[config.mk]
export PLATFORM = sky130hd
export DESIGN_NAME = mult_div_unit
export DESIGN_NICKNAME = d
export VERILOG_FILES = /design/src/rtl/mult_div_unit.sv
export SDC_FILE = /design/constraint.sdc
export NUM_CORES = 1
export LEC_CHECK = 0
export BUFFER_PORTS_ARGS = -buffer_cell sky130_fd_sc_hd__buf_4
export CAP_MARGIN = 20
export CORE_MARGIN = 2
export CORE_UTILIZATION = 44
export CTS_CLUSTER_DIAMETER = 60
export CTS_CLUSTER_SIZE = 16
export DETAILED_ROUTE_END_ITERATION = 12
export GPL_TIMING_DRIVEN = 1
export PLACE_DENSITY = 0.67
export SYNTH_ARGS = -nofsm -noshare
export SYNTH_HDL_FRONTEND = slang
export SYNTH_SLANG_ARGS = --single-unit
[constraint.sdc]
create_clock -name clk -period 3.2 [get_ports clk]
set_clock_uncertainty 0.05 [all_clocks]
set_input_delay 0 -clock clk [delete_from_list [all_inputs] [get_ports clk]]
set_output_delay 0 -clock clk [all_outputs]
set_load 0.01 [all_outputs]
[src/rtl/mult_div_unit.sv]
// Iterative multiply/divide unit with architectural HI/LO registers.
// MULT/MULTU use radix-2 shift-add and DIV/DIVU use restoring division, one bit per cycle.
// Results pass through a sign-fix cycle before HI/LO are written.
module mult_div_unit #(
   parameter int unsigned WIDTH = 32
) (
   input  logic             clk,
   input  logic             rst,
   input  logic             start,
   input  logic [2:0]       op,
   input  logic [WIDTH-1:0] rs_data,
   input  logic [WIDTH-1:0] rt_data,
   input  logic             flush,
   output logic             busy,
   output logic             done,
   output logic [WIDTH-1:0] hi,
   output logic [WIDTH-1:0] lo
);

   localparam int unsigned AW = 2 * WIDTH;
   localparam int unsigned CW = (WIDTH > 1) ? $clog2(WIDTH) : 1;

   localparam logic [1:0] S_IDLE = 2'd0;
   localparam logic [1:0] S_RUN  = 2'd1;
   localparam logic [1:0] S_FIX  = 2'd2;

   localparam logic [2:0] OP_MTHI = 3'd4;
   localparam logic [2:0] OP_MTLO = 3'd5;

   logic [1:0]       state_q, state_d;
   logic [CW-1:0]    cnt_q, cnt_d;
   logic             is_div_q, is_div_d;
   logic             neg_res_q, neg_res_d;
   logic             neg_rem_q, neg_rem_d;
   logic [WIDTH-1:0] opa_q, opa_d;
   logic [AW-1:0]    acc_q, acc_d;
   logic             busy_q, busy_d;
   logic             done_q, done_d;
   logic [WIDTH-1:0] hi_q, hi_d;
   logic [WIDTH-1:0] lo_q, lo_d;

   logic             sgn_a, sgn_b, div_zero;
   logic [WIDTH-1:0] abs_a, abs_b;
   logic [WIDTH:0]   mul_sum;
   logic [AW-1:0]    mul_next;
   logic [WIDTH:0]   div_src, div_trial;
   logic             div_qbit;
   logic [WIDTH-1:0] div_rem;
   logic [AW-1:0]    div_next;
   logic [AW-1:0]    prod_fix;
   logic [WIDTH-1:0] quot_fix, rem_fix;

   // Operand conditioning: magnitudes for signed ops, raw values otherwise
   always_comb begin
      sgn_a    = ~op[0] & rs_data[WIDTH-1];
      sgn_b    = ~op[0] & rt_data[WIDTH-1];
      abs_a    = sgn_a ? (~rs_data + WIDTH'(1)) : rs_data;
      abs_b    = sgn_b ? (~rt_data + WIDTH'(1)) : rt_data;
      div_zero = (rt_data == '0);
   end

   // One shift-add multiply step and one restoring divide step on the accumulator
   always_comb begin
      mul_sum   = {1'b0, acc_q[AW-1:WIDTH]} + (acc_q[0] ? {1'b0, opa_q} : '0);
      mul_next  = {mul_sum, acc_q[WIDTH-1:1]};
      div_src   = {acc_q[AW-1:WIDTH], acc_q[WIDTH-1]};
      div_trial = div_src - {1'b0, opa_q};
      div_qbit  = ~div_trial[WIDTH];
      div_rem   = div_qbit ? div_trial[WIDTH-1:0] : div_src[WIDTH-1:0];
      div_next  = {div_rem, acc_q[WIDTH-2:0], div_qbit};
   end

   // Two's-complement sign fix of the finished magnitudes
   always_comb begin
      prod_fix = neg_res_q ? (~acc_q + AW'(1)) : acc_q;
      quot_fix = neg_res_q ? (~acc_q[WIDTH-1:0] + WIDTH'(1)) : acc_q[WIDTH-1:0];
      rem_fix  = neg_rem_q ? (~acc_q[AW-1:WIDTH] + WIDTH'(1)) : acc_q[AW-1:WIDTH];
   end

   // Next-state and register update logic
   always_comb begin
      state_d   = state_q;
      cnt_d     = cnt_q;
      is_div_d  = is_div_q;
      neg_res_d = neg_res_q;
      neg_rem_d = neg_rem_q;
      opa_d     = opa_q;
      acc_d     = acc_q;
      busy_d    = busy_q;
      done_d    = 1'b0;
      hi_d      = hi_q;
      lo_d      = lo_q;

      if (flush) begin
         state_d = S_IDLE;
         busy_d  = 1'b0;
         cnt_d   = '0;
      end else begin
         case (state_q)
            S_IDLE: begin
               if (start) begin
                  if (op[2] == 1'b0) begin
                     state_d  = S_RUN;
                     busy_d   = 1'b1;
                     cnt_d    = '0;
                     is_div_d = op[1];
                     if (!op[1]) begin
                        opa_d     = abs_a;
                        acc_d     = {{WIDTH{1'b0}}, abs_b};
                        neg_res_d = sgn_a ^ sgn_b;
                        neg_rem_d = 1'b0;
                     end else if (div_zero) begin
                        // Dividing the raw dividend by zero leaves rem=dividend, quot=all ones
                        opa_d     = '0;
                        acc_d     = {{WIDTH{1'b0}}, rs_data};
                        neg_res_d = 1'b0;
                        neg_rem_d = 1'b0;
                     end else begin
                        opa_d     = abs_b;
                        acc_d     = {{WIDTH{1'b0}}, abs_a};
                        neg_res_d = sgn_a ^ sgn_b;
                        neg_rem_d = sgn_a;
                     end
                  end else if (op == OP_MTHI) begin
                     hi_d = rs_data;
                  end else if (op == OP_MTLO) begin
                     lo_d = rs_data;
                  end
               end
            end
            S_RUN: begin
               acc_d = is_div_q ? div_next : mul_next;
               cnt_d = cnt_q + CW'(1);
               if (cnt_q == CW'(WIDTH - 1)) begin
                  state_d = S_FIX;
               end
            end
            S_FIX: begin
               if (is_div_q) begin
                  hi_d = rem_fix;
                  lo_d = quot_fix;
               end else begin
                  hi_d = prod_fix[AW-1:WIDTH];
                  lo_d = prod_fix[WIDTH-1:0];
               end
               done_d  = 1'b1;
               busy_d  = 1'b0;
               state_d = S_IDLE;
            end
            default: begin
               state_d = S_IDLE;
               busy_d  = 1'b0;
            end
         endcase
      end
   end

   // State and datapath registers with synchronous reset
   always_ff @(posedge clk) begin
      if (rst) begin
         state_q   <= S_IDLE;
         cnt_q     <= '0;
         is_div_q  <= 1'b0;
         neg_res_q <= 1'b0;
         neg_rem_q <= 1'b0;
         opa_q     <= '0;
         acc_q     <= '0;
         busy_q    <= 1'b0;
         done_q    <= 1'b0;
         hi_q      <= '0;
         lo_q      <= '0;
      end else begin
         state_q   <= state_d;
         cnt_q     <= cnt_d;
         is_div_q  <= is_div_d;
         neg_res_q <= neg_res_d;
         neg_rem_q <= neg_rem_d;
         opa_q     <= opa_d;
         acc_q     <= acc_d;
         busy_q    <= busy_d;
         done_q    <= done_d;
         hi_q      <= hi_d;
         lo_q      <= lo_d;
      end
   end

   assign busy = busy_q;
   assign done = done_q;
   assign hi   = hi_q;
   assign lo   = lo_q;

endmodule

==> results of run 1 <==
## cells by family after synthesis
family | share of synthesized area
AOI/OAI and AO/OA | 0.3002
xor gates and xnor gates | 0.1061
DFF | 0.2318
muxes | 0.03183
adders and majority gates | 0.06165
and+or+nand+nor | 0.2137
buffers and inverters | 0.05474
## metrics by stage
step | cells | instance area (sq um) | setup TNS (ns)
after floorplan | 2039 | 14860 | 0
after global placement | 2679 | 17410 | 0
after detailed placement | 2679 | 17410 | 0
after CTS | 2734 | 18250 | 0
after global routing | 2739 | 18520 | -0.2079
final | 2739 | 18520 | 0
## placed cells by master, fill, tap and decap left out, types with 40 or more instances in the layout
cell type / netlist / final
sky130_fd_sc_hd__nor3_1: 42 / 40
sky130_fd_sc_hd__xor2_1: 94 / 94
sky130_fd_sc_hd__nor2_1: 251 / 246
sky130_fd_sc_hd__inv_1: 57 / 54
sky130_fd_sc_hd__xnor2_1: 86 / 85
sky130_fd_sc_hd__ha_1: 70 / 64
sky130_fd_sc_hd__nand2_1: 176 / 174
sky130_fd_sc_hd__mux2i_1: 45 / 45
sky130_fd_sc_hd__a21oi_1: 207 / 200
sky130_fd_sc_hd__buf_4: 4 / 326
sky130_fd_sc_hd__o21ai_0: 169 / 161
sky130_fd_sc_hd__dfxtp_1: 172 / 163
## metal layers
layer	global-route usage	wire length (um)
met1	0.4600	25570
met2	0.4785	24630
met3	0.08160	6922
met4	0.1560	2717
met5	0	0
## what timing repair did
item | in CTS | in global routing
endpoints found under the hold margin | 56 | 0
pin swaps | 4 | 19
hold buffers | 23 | 0
endpoints found under the setup margin | 5 | 35
setup buffers | 0 | 5
resized for setup | 4 | 68
## worst max-delay path by stage
stage | startpoint | endpoint | slack, ns
after floorplan | acc_q[38] | acc_q[34] | 0.07
after global placement | opa_q[21] | acc_q[49] | 0.05
after detailed placement | opa_q[7] | acc_q[40] | 0.003
after CTS | acc_q[31] | acc_q[36] | 0.01
after global routing | opa_q[7] | acc_q[33] | -0.06
final | opa_q[7] | acc_q[36] | 0.04
## synth_stat cells (all sizes together) (24+ instances only)
| cell type | count | area share |
|---|---|---|
| a211oi | 43 | 0.023 |
| xnor2 | 86 | 0.051 |
| or3 | 37 | 0.016 |
| xor2 | 94 | 0.055 |
| nand2 | 176 | 0.044 |
| dfxtp | 172 | 0.23 |
| nand3 | 31 | 0.010 |
| a22oi | 26 | 0.013 |
| nor2 | 251 | 0.063 |
| o221ai | 27 | 0.016 |
| clkbuf | 114 | 0.030 |
| o21ai | 172 | 0.059 |
| buf | 25 | 0.010 |
| a21oi | 208 | 0.070 |
| ha | 70 | 0.059 |
| inv | 57 | 0.014 |
| nor3 | 43 | 0.015 |
| mux2i | 45 | 0.030 |
| a21o | 31 | 0.016 |
| o31ai | 24 | 0.012 |
## flip-flops by register name (all words and copies together), names as in the netlist
register / cells
cnt_q: 5
is_div_q: 1
neg_rem_q: 1
neg_res_q: 1
busy: 1
done: 1
hi: 32
acc_q: 64
state_q: 2
opa_q: 32
lo: 32
## area by class of cell
cell class | instances | area [sq um] | area share
clock buffers | 21 | 480.5 | 0.02595
clock inverters | 11 | 107.6 | 0.005811
inverters | 57 | 216.5 | 0.01169
multi-input cells | 1670 | 10850 | 0.5858
flip-flops and latches | 172 | 3460 | 0.1868
well taps | 448 | 560.5 | 0.03027
repair buffers | 360 | 2845 | 0.1536
## power by group
part / switching [uW] / internal [uW] / total, uW
registers: 51.0 / 2200 / 2250
clock network: 999 / 1170 / 2160
logic: 945 / 624 / 1570
## worst max-delay path, stage by stage, from the launching register on
cell and delay, ns:
sky130_fd_sc_hd__dfxtp_2 0.34, sky130_fd_sc_hd__inv_2 0.05, sky130_fd_sc_hd__ha_4 0.22, sky130_fd_sc_hd__a21o_1 0.18, sky130_fd_sc_hd__or3_4 0.39, sky130_fd_sc_hd__o211ai_1 0.26
sky130_fd_sc_hd__a311oi_2 0.16, sky130_fd_sc_hd__o311a_1 0.40, sky130_fd_sc_hd__a211oi_4 0.30, sky130_fd_sc_hd__buf_4 0.19, sky130_fd_sc_hd__a211oi_2 0.03, sky130_fd_sc_hd__a21o_1 0.16
sky130_fd_sc_hd__a221o_1 0.30
==> Flow_metrics.wiki, run 1 <==
{| class="wikitable"
! Metric !! Value
|-
| Outcome || completed
|-
| Most used flip-flop cell after synthesis || sky130_fd_sc_hd__dfxtp_1
|-
| Clock latency at the later pin of the worst-skew pair || 0.46 ns
|-
| Gate count of the mapped netlist || 2039
|-
| Count of nets after finishing || 2421
|-
| Final period demand of the worst path || 3.158 ns
|-
| Die outline area || 35250 sq um
|-
| Post-Synthesis Net Count || 2182
|-
| Reg2reg path depth || 12
|-
| Final number of max-transition violations || 0
|-
| Required time of the critical path || 3.49 ns
|-
| Diode count || 0
|-
| Number of port buffers || 136
|-
| Worst hold endpoint || neg_res_q
|-
| Max cap viols || 0
|-
| Number of endpoints failing setup at the final stage || 0
|-
| Wire length of the first global-routing pass || 90800 um
|-
| Core Rows || 67
|-
| # DRC || 0
|-
| Drt pass-1 iters || 6
|-
| Final global-route overflow total || 0
|-
| Via total after detailed routing || 16870
|-
| Pwr per Cell Area || 322.9 nW/um^2
|-
| Flip-flop and latch count after synthesis || 172
|-
| Top-level port count || 137
|-
| Hold path startpoint || op[0]
|-
| Kind of path behind the tightest hold check || input port to register
|-
| Synth async-reset ratio || 0
|-
| Largest net degree at the start of global routing || 68
|-
| Overall power after layout || 5980 uW
|-
| Average footprint of a synthesized cell || 7.286 sq um
|-
| Critical register-to-register path startpoint || opa_q[7]
|-
| Worst-case clock buffer depth || 2
|-
| FF-to-FF setup slack || 0.04 ns
|-
| Post-detailed-route wirelength per cell || 21.85 um
|-
| Number of hold-slack violations in the final timing report || 0
|-
| Post-CTS clock slew at the launch and capture registers of the worst setup and hold paths || 0.08 ns
|-
| Count of clock tree sinks || 172
|-
| Number of distinct library cells after synthesis || 86
|-
| Buffer type at the clock tree root || sky130_fd_sc_hd__clkbuf_16
|-
| Post-layout utilization of the core || 0.5550
|-
| Post-synthesis to final-layout area growth || 24.64%
|-
| Vias/cell || 6.159
|-
| Capture instance of the worst register-to-register path || acc_q[36]
|-
| Number of enable flip-flop cells after synthesis || 0
|-
| Die Height || 187.8 um
|-
| Final worst-path setup slack || 0.04208 ns
|-
| Gpl congestion || 1.008
|-
| Sequential fraction of the synthesis area || 0.2318
|-
| Filler cells || 3170
|-
| Worst hold path cell count || 4
|-
| CTS Buf Count || 17
|-
| Via count of the first global-routing pass || 15472
|-
| Total of warnings raised by yosys || 0
|-
| Post-Syn Area || 14860 sq um
|-
| Post-route fraction of the period consumed by the critical path || 0.9868
|-
| Fraction of final layout cells with drive strength greater than 1 || 0.2003
|-
| Leakage Power || 0.007687 uW
|-
| TritonCTS clock tree || done
|-
| Worst max-slew margin expressed relative to the limit || 0.4258
|-
| Die boundary width || 187.8 um
|-
| DRT Wirelength || 59840 um
|-
| Critical path capture point type || register
|-
| Largest vdd supply drop || 0.0002691 V
|-
| Worst Setup Slack post-DPL || 0.003219 ns
|-
| Antenna-violating nets left || 0
|-
| Final HPWL DP || 46460 um
|-
| Fmax achieved || 316.7 MHz
|-
| Global Route Usage Sum || 0.3312
|-
| Worst hold slack || 0.02102 ns
|-
| Initial antenna violation count || 1
|-
| CP startpoint kind || register
|-
| Worst setup path class || register to register
|-
| Starting Density || 0.4453
|-
| Slew at the pin closest to its max-slew limit || 0.8614 ns
|-
| Setup repair after global routing missed its margin || yes
|-
| Total core area || 33360 sq um
|-
| Max FO, Critical Path || 4
|-
| Number of H-tree branching levels || 4
|-
| Initial drt markers || 2279
|-
| Worst Path Arrival || 3.45 ns
|}
Power figures use the tool's default switching activity.
==> run 2: changes to the inputs <==
- SETUP_SLACK_MARGIN: not set -> 0.3
==> run 2 against run 1 <==
  * Final cell count rose by 1.5%
  * Utilization grew 3.1 points
  * The flow now finishes with violations (setup timing)
  * Largest cell class unchanged
  * Critical path depth unchanged
  * Critical path type unchanged
==> Flow_metrics.wiki, run 2 (synthesized netlist as in run 1, its figures left out) <==
{| class="wikitable"
! Metric !! Value
|-
| Clock latency at the later pin of the worst-skew pair || 0.46 ns
|-
| Worst Setup Slack post-DPL || -0.1664 ns
|-
| Via count of the first global-routing pass || 15899
|-
| Global Route Usage Sum || 0.3510
|-
| Largest vdd supply drop || 0.0003639 V
|-
| Buffer type at the clock tree root || sky130_fd_sc_hd__clkbuf_16
|-
| Total core area || 33360 sq um
|-
| Via total after detailed routing || 17298
|-
| Core Rows || 67
|-
| CTS Buf Count || 17
|-
| Number of H-tree branching levels || 4
|-
| Highest-count cells in the layout ignoring fill and taps || sky130_fd_sc_hd__buf_4 (350), sky130_fd_sc_hd__nor2_1 (235), sky130_fd_sc_hd__a21oi_1 (191)
|-
| Diode count || 0
|-
| TritonCTS clock tree || done
|-
| Number of endpoints failing setup at the final stage || 1
|-
| Fmax achieved || 312.3 MHz
|-
| Drt pass-1 iters || 6
|-
| Die Height || 187.8 um
|-
| Worst setup path class || register to register
|-
| DRT Wirelength || 63830 um
|-
| Count of nets after finishing || 2463
|-
| Cell Chain, Critical Path || ha_1 -> buf_4 -> nand3_1 -> nor2_1 -> a221oi_1 -> o31ai_4 -> a21oi_1 -> buf_4 -> a21oi_1 -> a21oi_1 -> xor2_1 -> o21ai_1
|-
| Slew at the pin closest to its max-slew limit || 1.106 ns
|-
| Final HPWL DP || 48640 um
|-
| Leakage Power || 0.008035 uW
|-
| # DRC || 0
|-
| Final cell count without fillers || 2781
|-
| Max FO, Critical Path || 4
|-
| Final number of max-transition violations || 0
|-
| Wire length of the first global-routing pass || 95740 um
|-
| Post-detailed-route wirelength per cell || 22.95 um
|-
| Final period demand of the worst path || 3.202 ns
|-
| Worst Path Arrival || 3.49 ns
|-
| Kind of path behind the tightest hold check || input port to register
|-
| Number of hold-slack violations in the final timing report || 0
|-
| Post-CTS clock slew at the launch and capture registers of the worst setup and hold paths || 0.07 ns
|-
| Placed Cells || 2690
|-
| Delay of the slowest critical-path stage || 0.52 ns
|-
| Fraction of final layout cells with drive strength greater than 1 || 0.2495
|-
| Most used cell, CP || sky130_fd_sc_hd__a21oi_1
|-
| Most common library cell in the layout ignoring fill and taps || sky130_fd_sc_hd__buf_4
|-
| Top-level port count || 137
|-
| Worst-case clock buffer depth || 2
|-
| Gpl congestion || 0.9576
|-
| Die outline area || 35250 sq um
|-
| Starting Density || 0.4453
|-
| Initial drt markers || 1912
|-
| Largest net degree at the start of global routing || 66
|-
| Outcome || finished with violations
|-
| Pwr per Cell Area || 314.3 nW/um^2
|-
| Max cap viols || 0
|-
| Required time of the critical path || 3.49 ns
|-
| Vias/cell || 6.220
|-
| Slowest cell on crit path || sky130_fd_sc_hd__dfxtp_1
|-
| Antenna-violating nets left || 0
|-
| Violated checks || setup timing
|-
| Post-synthesis to final-layout area growth || 31.62%
|-
| Initial antenna violation count || 2
|-
| Die boundary width || 187.8 um
|-
| Final global-route overflow total || 0
|-
| Critical path capture point type || register
|-
| Worst max-slew margin expressed relative to the limit || 0.2610
|-
| CP startpoint kind || register
|-
| Number of flip-flops under the largest register name || 64
|-
| Number of port buffers || 136
|-
| Post-route fraction of the period consumed by the critical path || 1.001
|-
| Count of clock tree sinks || 172
|-
| Final worst-path setup slack || -0.002403 ns
|-
| Setup repair after global routing missed its margin || yes
|-
| Register bank with the most flops || acc_q
|}
run 2: area by class of cell:
type	count	area (sq um)
fill	3127	13810
multi-input combinational	1670	11430
sequential	172	3458
timing repair buffer	402	3294
tap	448	560.5
clock buffer	17	425.4
inverter	57	216.5
clock inverter	15	170.2
run 2: final timing paths:
kind                            depth (start not counted)         to         from  slack (ns)
worst min register to register                          2     hi[26]       hi[26]        0.40
worst min-delay path                                    5  opa_q[11]  rt_data[11]        0.02
worst max register to register                         12  acc_q[57]    acc_q[40]      -0.002
worst max-delay path                                   12  acc_q[57]    acc_q[40]      -0.002
run 2: through the flow:
stage | setup TNS (ns) | hold WS (ns) | total power [uW] | area, sq um | util
2_1_floorplan | 0 | 0.09306 | 3168 | 14910 | -
3_3_place_gp | -0.6201 | 0.3393 | 3743 | 17500 | 0.5246
3_5_place_dp | -0.7221 | 0.3447 | 3754 | 17500 | 0.5246
4_1_cts | 0 | 0.002441 | 6001 | 18820 | 0.5642
5_1_grt | -1.064 | 0.01396 | 6344 | 19550 | 0.5861
6_report | -0.002403 | 0.01581 | 6146 | 19550 | 0.5861
run 2: routing by layer:
| layer | routed length (um) | vias to the layer above | GRT usage |
|---|---|---|---|
| met5 | 0 | - | 0 |
| met4 | 2898 | 0 | 0.1566 |
| met3 | 6911 | 141 | 0.07748 |
| met2 | 26430 | 942 | 0.5081 |
| met1 | 27580 | 8196 | 0.4956 |
| li1 | - | 8019 | - |
run 2: power by group:
part	switching [uW]	leakage, uW	internal, uW	total [uW]
Sequential	53.7	0.00140	2190	2250
Combinational	1010	0.00634	697	1710
Clock	1130	0.000293	1060	2190
run 2: worst max-delay path: cells and delay by family, from the launching register on:
family                     cells  cell delay, ns
AOI/OAI and AO/OA              6            1.37
and+or+nand+nor                2            0.29
buffers and inverters          2            0.33
xor gates and xnor gates       1            0.18
DFF                            1            0.52
adders and majority gates      1            0.34
run 2: repair_timing:
item | 4_1_cts | 5_1_grt
setup buffers | 13 | 21
gates resized for setup | 98 | 118
setup endpoints to repair | 50 | 56
hold buffers | 22 | 0
hold endpoints to repair | 37 | 0
gates cloned | 2 | 0
pin swaps | 35 | 78
==> run 3: changes to the inputs <==
- HOLD_SLACK_MARGIN: not set -> 0.1
==> run 3 against run 2 <==
  * The flow now finishes without violations
  * Clock power about the same
  * Utilization increased by 1.1 points
  * Register-to-register slack barely moved
  * Worst hold slack improved by 0.11 ns
  * Critical path depth unchanged
  * Setup slack better by 0.0084 ns
  * Sequential cell count unchanged
  * Critical path type unchanged
==> Flow_metrics.wiki, run 3 (synthesized netlist as in run 1, its figures left out) <==
{| class="wikitable"
! Metric !! Value
|-
| Number of hold-slack violations in the final timing report || 0
|-
| Placed Cells || 2690
|-
| Largest vdd supply drop || 0.0003655 V
|-
| Total core area || 33360 sq um
|-
| Number of H-tree branching levels || 4
|-
| Slowest cell on crit path || sky130_fd_sc_hd__dfxtp_1
|-
| Final HPWL DP || 48640 um
|-
| Outcome || completed
|-
| Worst Path Arrival || 3.48 ns
|-
| Fraction of final layout cells with drive strength greater than 1 || 0.2494
|-
| Leakage Power || 0.008175 uW
|-
| Worst Setup Slack post-DPL || -0.1664 ns
|-
| # DRC || 0
|-
| Worst setup path class || register to register
|-
| Post-detailed-route wirelength per cell || 22.86 um
|-
| Initial drt markers || 2165
|-
| Final cell count without fillers || 2814
|-
| Starting Density || 0.4453
|-
| Worst path bufs/invs || 2
|-
| Initial antenna violation count || 1
|-
| Cell Chain, Critical Path || ha_1 -> buf_4 -> nand3_1 -> nor2_1 -> a221oi_1 -> o31ai_4 -> a21oi_1 -> buf_4 -> a21oi_1 -> a21oi_1 -> xor2_1 -> o21ai_1
|-
| Diode count || 0
|-
| CP startpoint kind || register
|-
| Most used cell, CP || sky130_fd_sc_hd__a21oi_1
|-
| Wire length of the first global-routing pass || 96280 um
|-
| Gpl congestion || 0.9576
|-
| Kind of path behind the tightest hold check || input port to register
|-
| CTS Buf Count || 17
|-
| Fmax achieved || 313.1 MHz
|-
| Via count of the first global-routing pass || 16049
|-
| Required time of the critical path || 3.49 ns
|-
| Count of nets after finishing || 2496
|-
| Delay of the slowest critical-path stage || 0.53 ns
|-
| Largest net degree at the start of global routing || 66
|-
| Buffer type at the clock tree root || sky130_fd_sc_hd__clkbuf_16
|-
| Worst hold slack || 0.1298 ns
|-
| Post-CTS clock slew at the launch and capture registers of the worst setup and hold paths || 0.09 ns
|-
| Post-synthesis to final-layout area growth || 34.07%
|-
| Worst-case clock buffer depth || 2
|-
| Max cap viols || 0
|-
| Slew at the pin closest to its max-slew limit || 1.095 ns
|-
| Via total after detailed routing || 17466
|-
| Register bank with the most flops || acc_q
|-
| Post-route fraction of the period consumed by the critical path || 0.9981
|-
| Die boundary width || 187.8 um
|-
| Pwr per Cell Area || 310.8 nW/um^2
|-
| TNS Setup || 0 ns
|-
| Final period demand of the worst path || 3.194 ns
|-
| Most common library cell in the layout ignoring fill and taps || sky130_fd_sc_hd__buf_4
|-
| Number of port buffers || 136
|-
| Drt pass-1 iters || 8
|-
| Worst max-slew margin expressed relative to the limit || 0.2684
|-
| Number of endpoints failing setup at the final stage || 0
|-
| Core Rows || 67
|-
| Antenna-violating nets left || 0
|-
| Count of clock tree sinks || 172
|-
| Top-level port count || 137
|-
| DRT Wirelength || 64320 um
|-
| Clock latency at the later pin of the worst-skew pair || 0.46 ns
|-
| Die Height || 187.8 um
|-
| Setup repair after global routing missed its margin || yes
|-
| Final global-route overflow total || 0
|-
| Max FO, Critical Path || 4
|-
| Final number of max-transition violations || 0
|-
| Gate family responsible for the most delay along the worst path || compound AO/OA/AOI/OAI gates
|-
| Highest-count cells in the layout ignoring fill and taps || sky130_fd_sc_hd__buf_4 (352), sky130_fd_sc_hd__nor2_1 (235), sky130_fd_sc_hd__a21oi_1 (191)
|-
| Vias/cell || 6.207
|-
| Number of flip-flops under the largest register name || 64
|-
| Critical path capture point type || register
|-
| Final worst-path setup slack || 0.006023 ns
|-
| TritonCTS clock tree || done
|-
| Global Route Usage Sum || 0.3529
|-
| Die outline area || 35250 sq um
|}
run 3: changes by cell type in the layout (fill, tap and decap cells not counted), sizes merged:
cell	previous run	this run
buf	380	383
dlygate4sd3	22	52
run 3: worst reg2reg max path, cell delays in order, from the launching register on:
cell                       delay, ns
sky130_fd_sc_hd__dfxtp_1        0.53
sky130_fd_sc_hd__ha_1           0.34
sky130_fd_sc_hd__buf_4          0.15
sky130_fd_sc_hd__nand3_1        0.20
sky130_fd_sc_hd__nor2_1         0.10
sky130_fd_sc_hd__a221oi_1       0.45
sky130_fd_sc_hd__o31ai_4        0.20
sky130_fd_sc_hd__a21oi_1        0.29
sky130_fd_sc_hd__buf_4          0.18
sky130_fd_sc_hd__a21oi_1        0.09
sky130_fd_sc_hd__a21oi_1        0.25
sky130_fd_sc_hd__xor2_1         0.18
sky130_fd_sc_hd__o21ai_1        0.07
run 3: worst paths after layout:
| kind | start | to | slack, ns | depth (start not counted) |
|---|---|---|---|---|
| worst max register to register | acc_q[40] | acc_q[57] | 0.006 | 12 |
| worst min register to register | hi[26] | hi[26] | 0.40 | 2 |
| worst max-delay path | acc_q[40] | acc_q[57] | 0.006 | 12 |
| worst min-delay path | rs_data[8] | opa_q[8] | 0.13 | 5 |
run 3: timing repair:
item	CTS	global route
buffers inserted	13	24
endpoints found under the hold margin	89	0
gates cloned	2	0
resized for setup	98	126
endpoints found under the setup margin	50	59
hold buffers	52	0
pin swaps	35	79
run 3: area by class of cell:
| class | instances | area [sq um] |
|---|---|---|
| Timing Repair Buffer | 435 | 3621 |
| Inverter | 57 | 216.5 |
| Multi-Input combinational cell | 1670 | 11470 |
| Clock inverter | 15 | 170.2 |
| Tap cell | 448 | 560.5 |
| Fill cell | 3099 | 13450 |
| Sequential cell | 172 | 3458 |
| Clock buffer | 17 | 425.4 |
run 3: layer usage:
metal	routed length, um	up-vias	global-route usage
met3	7130	132	0.07992
met1	27570	8278	0.4952
met2	26740	987	0.5152
li1	-	8069	-
met5	0	-	0
met4	2876	0	0.1529
run 3: power breakdown:
group | leakage [uW] | switching [uW] | internal, uW
Combinational | 0.00648 | 1030 | 724
Clock | 0.000293 | 1130 | 1060
Sequential | 0.00140 | 54.3 | 2190
Total | 0.00817 | 2210 | 3980
run 3: stage by stage:
| step | util | area (sq um) | total power, uW |
|---|---|---|---|
| 2_1_floorplan | - | 14910 | 3168 |
| 3_3_place_gp | 0.5246 | 17500 | 3743 |
| 3_5_place_dp | 0.5246 | 17500 | 3754 |
| 4_1_cts | 0.5732 | 19120 | 6030 |
| 5_1_grt | 0.5970 | 19920 | 6381 |
| 6_report | 0.5970 | 19920 | 6190 |
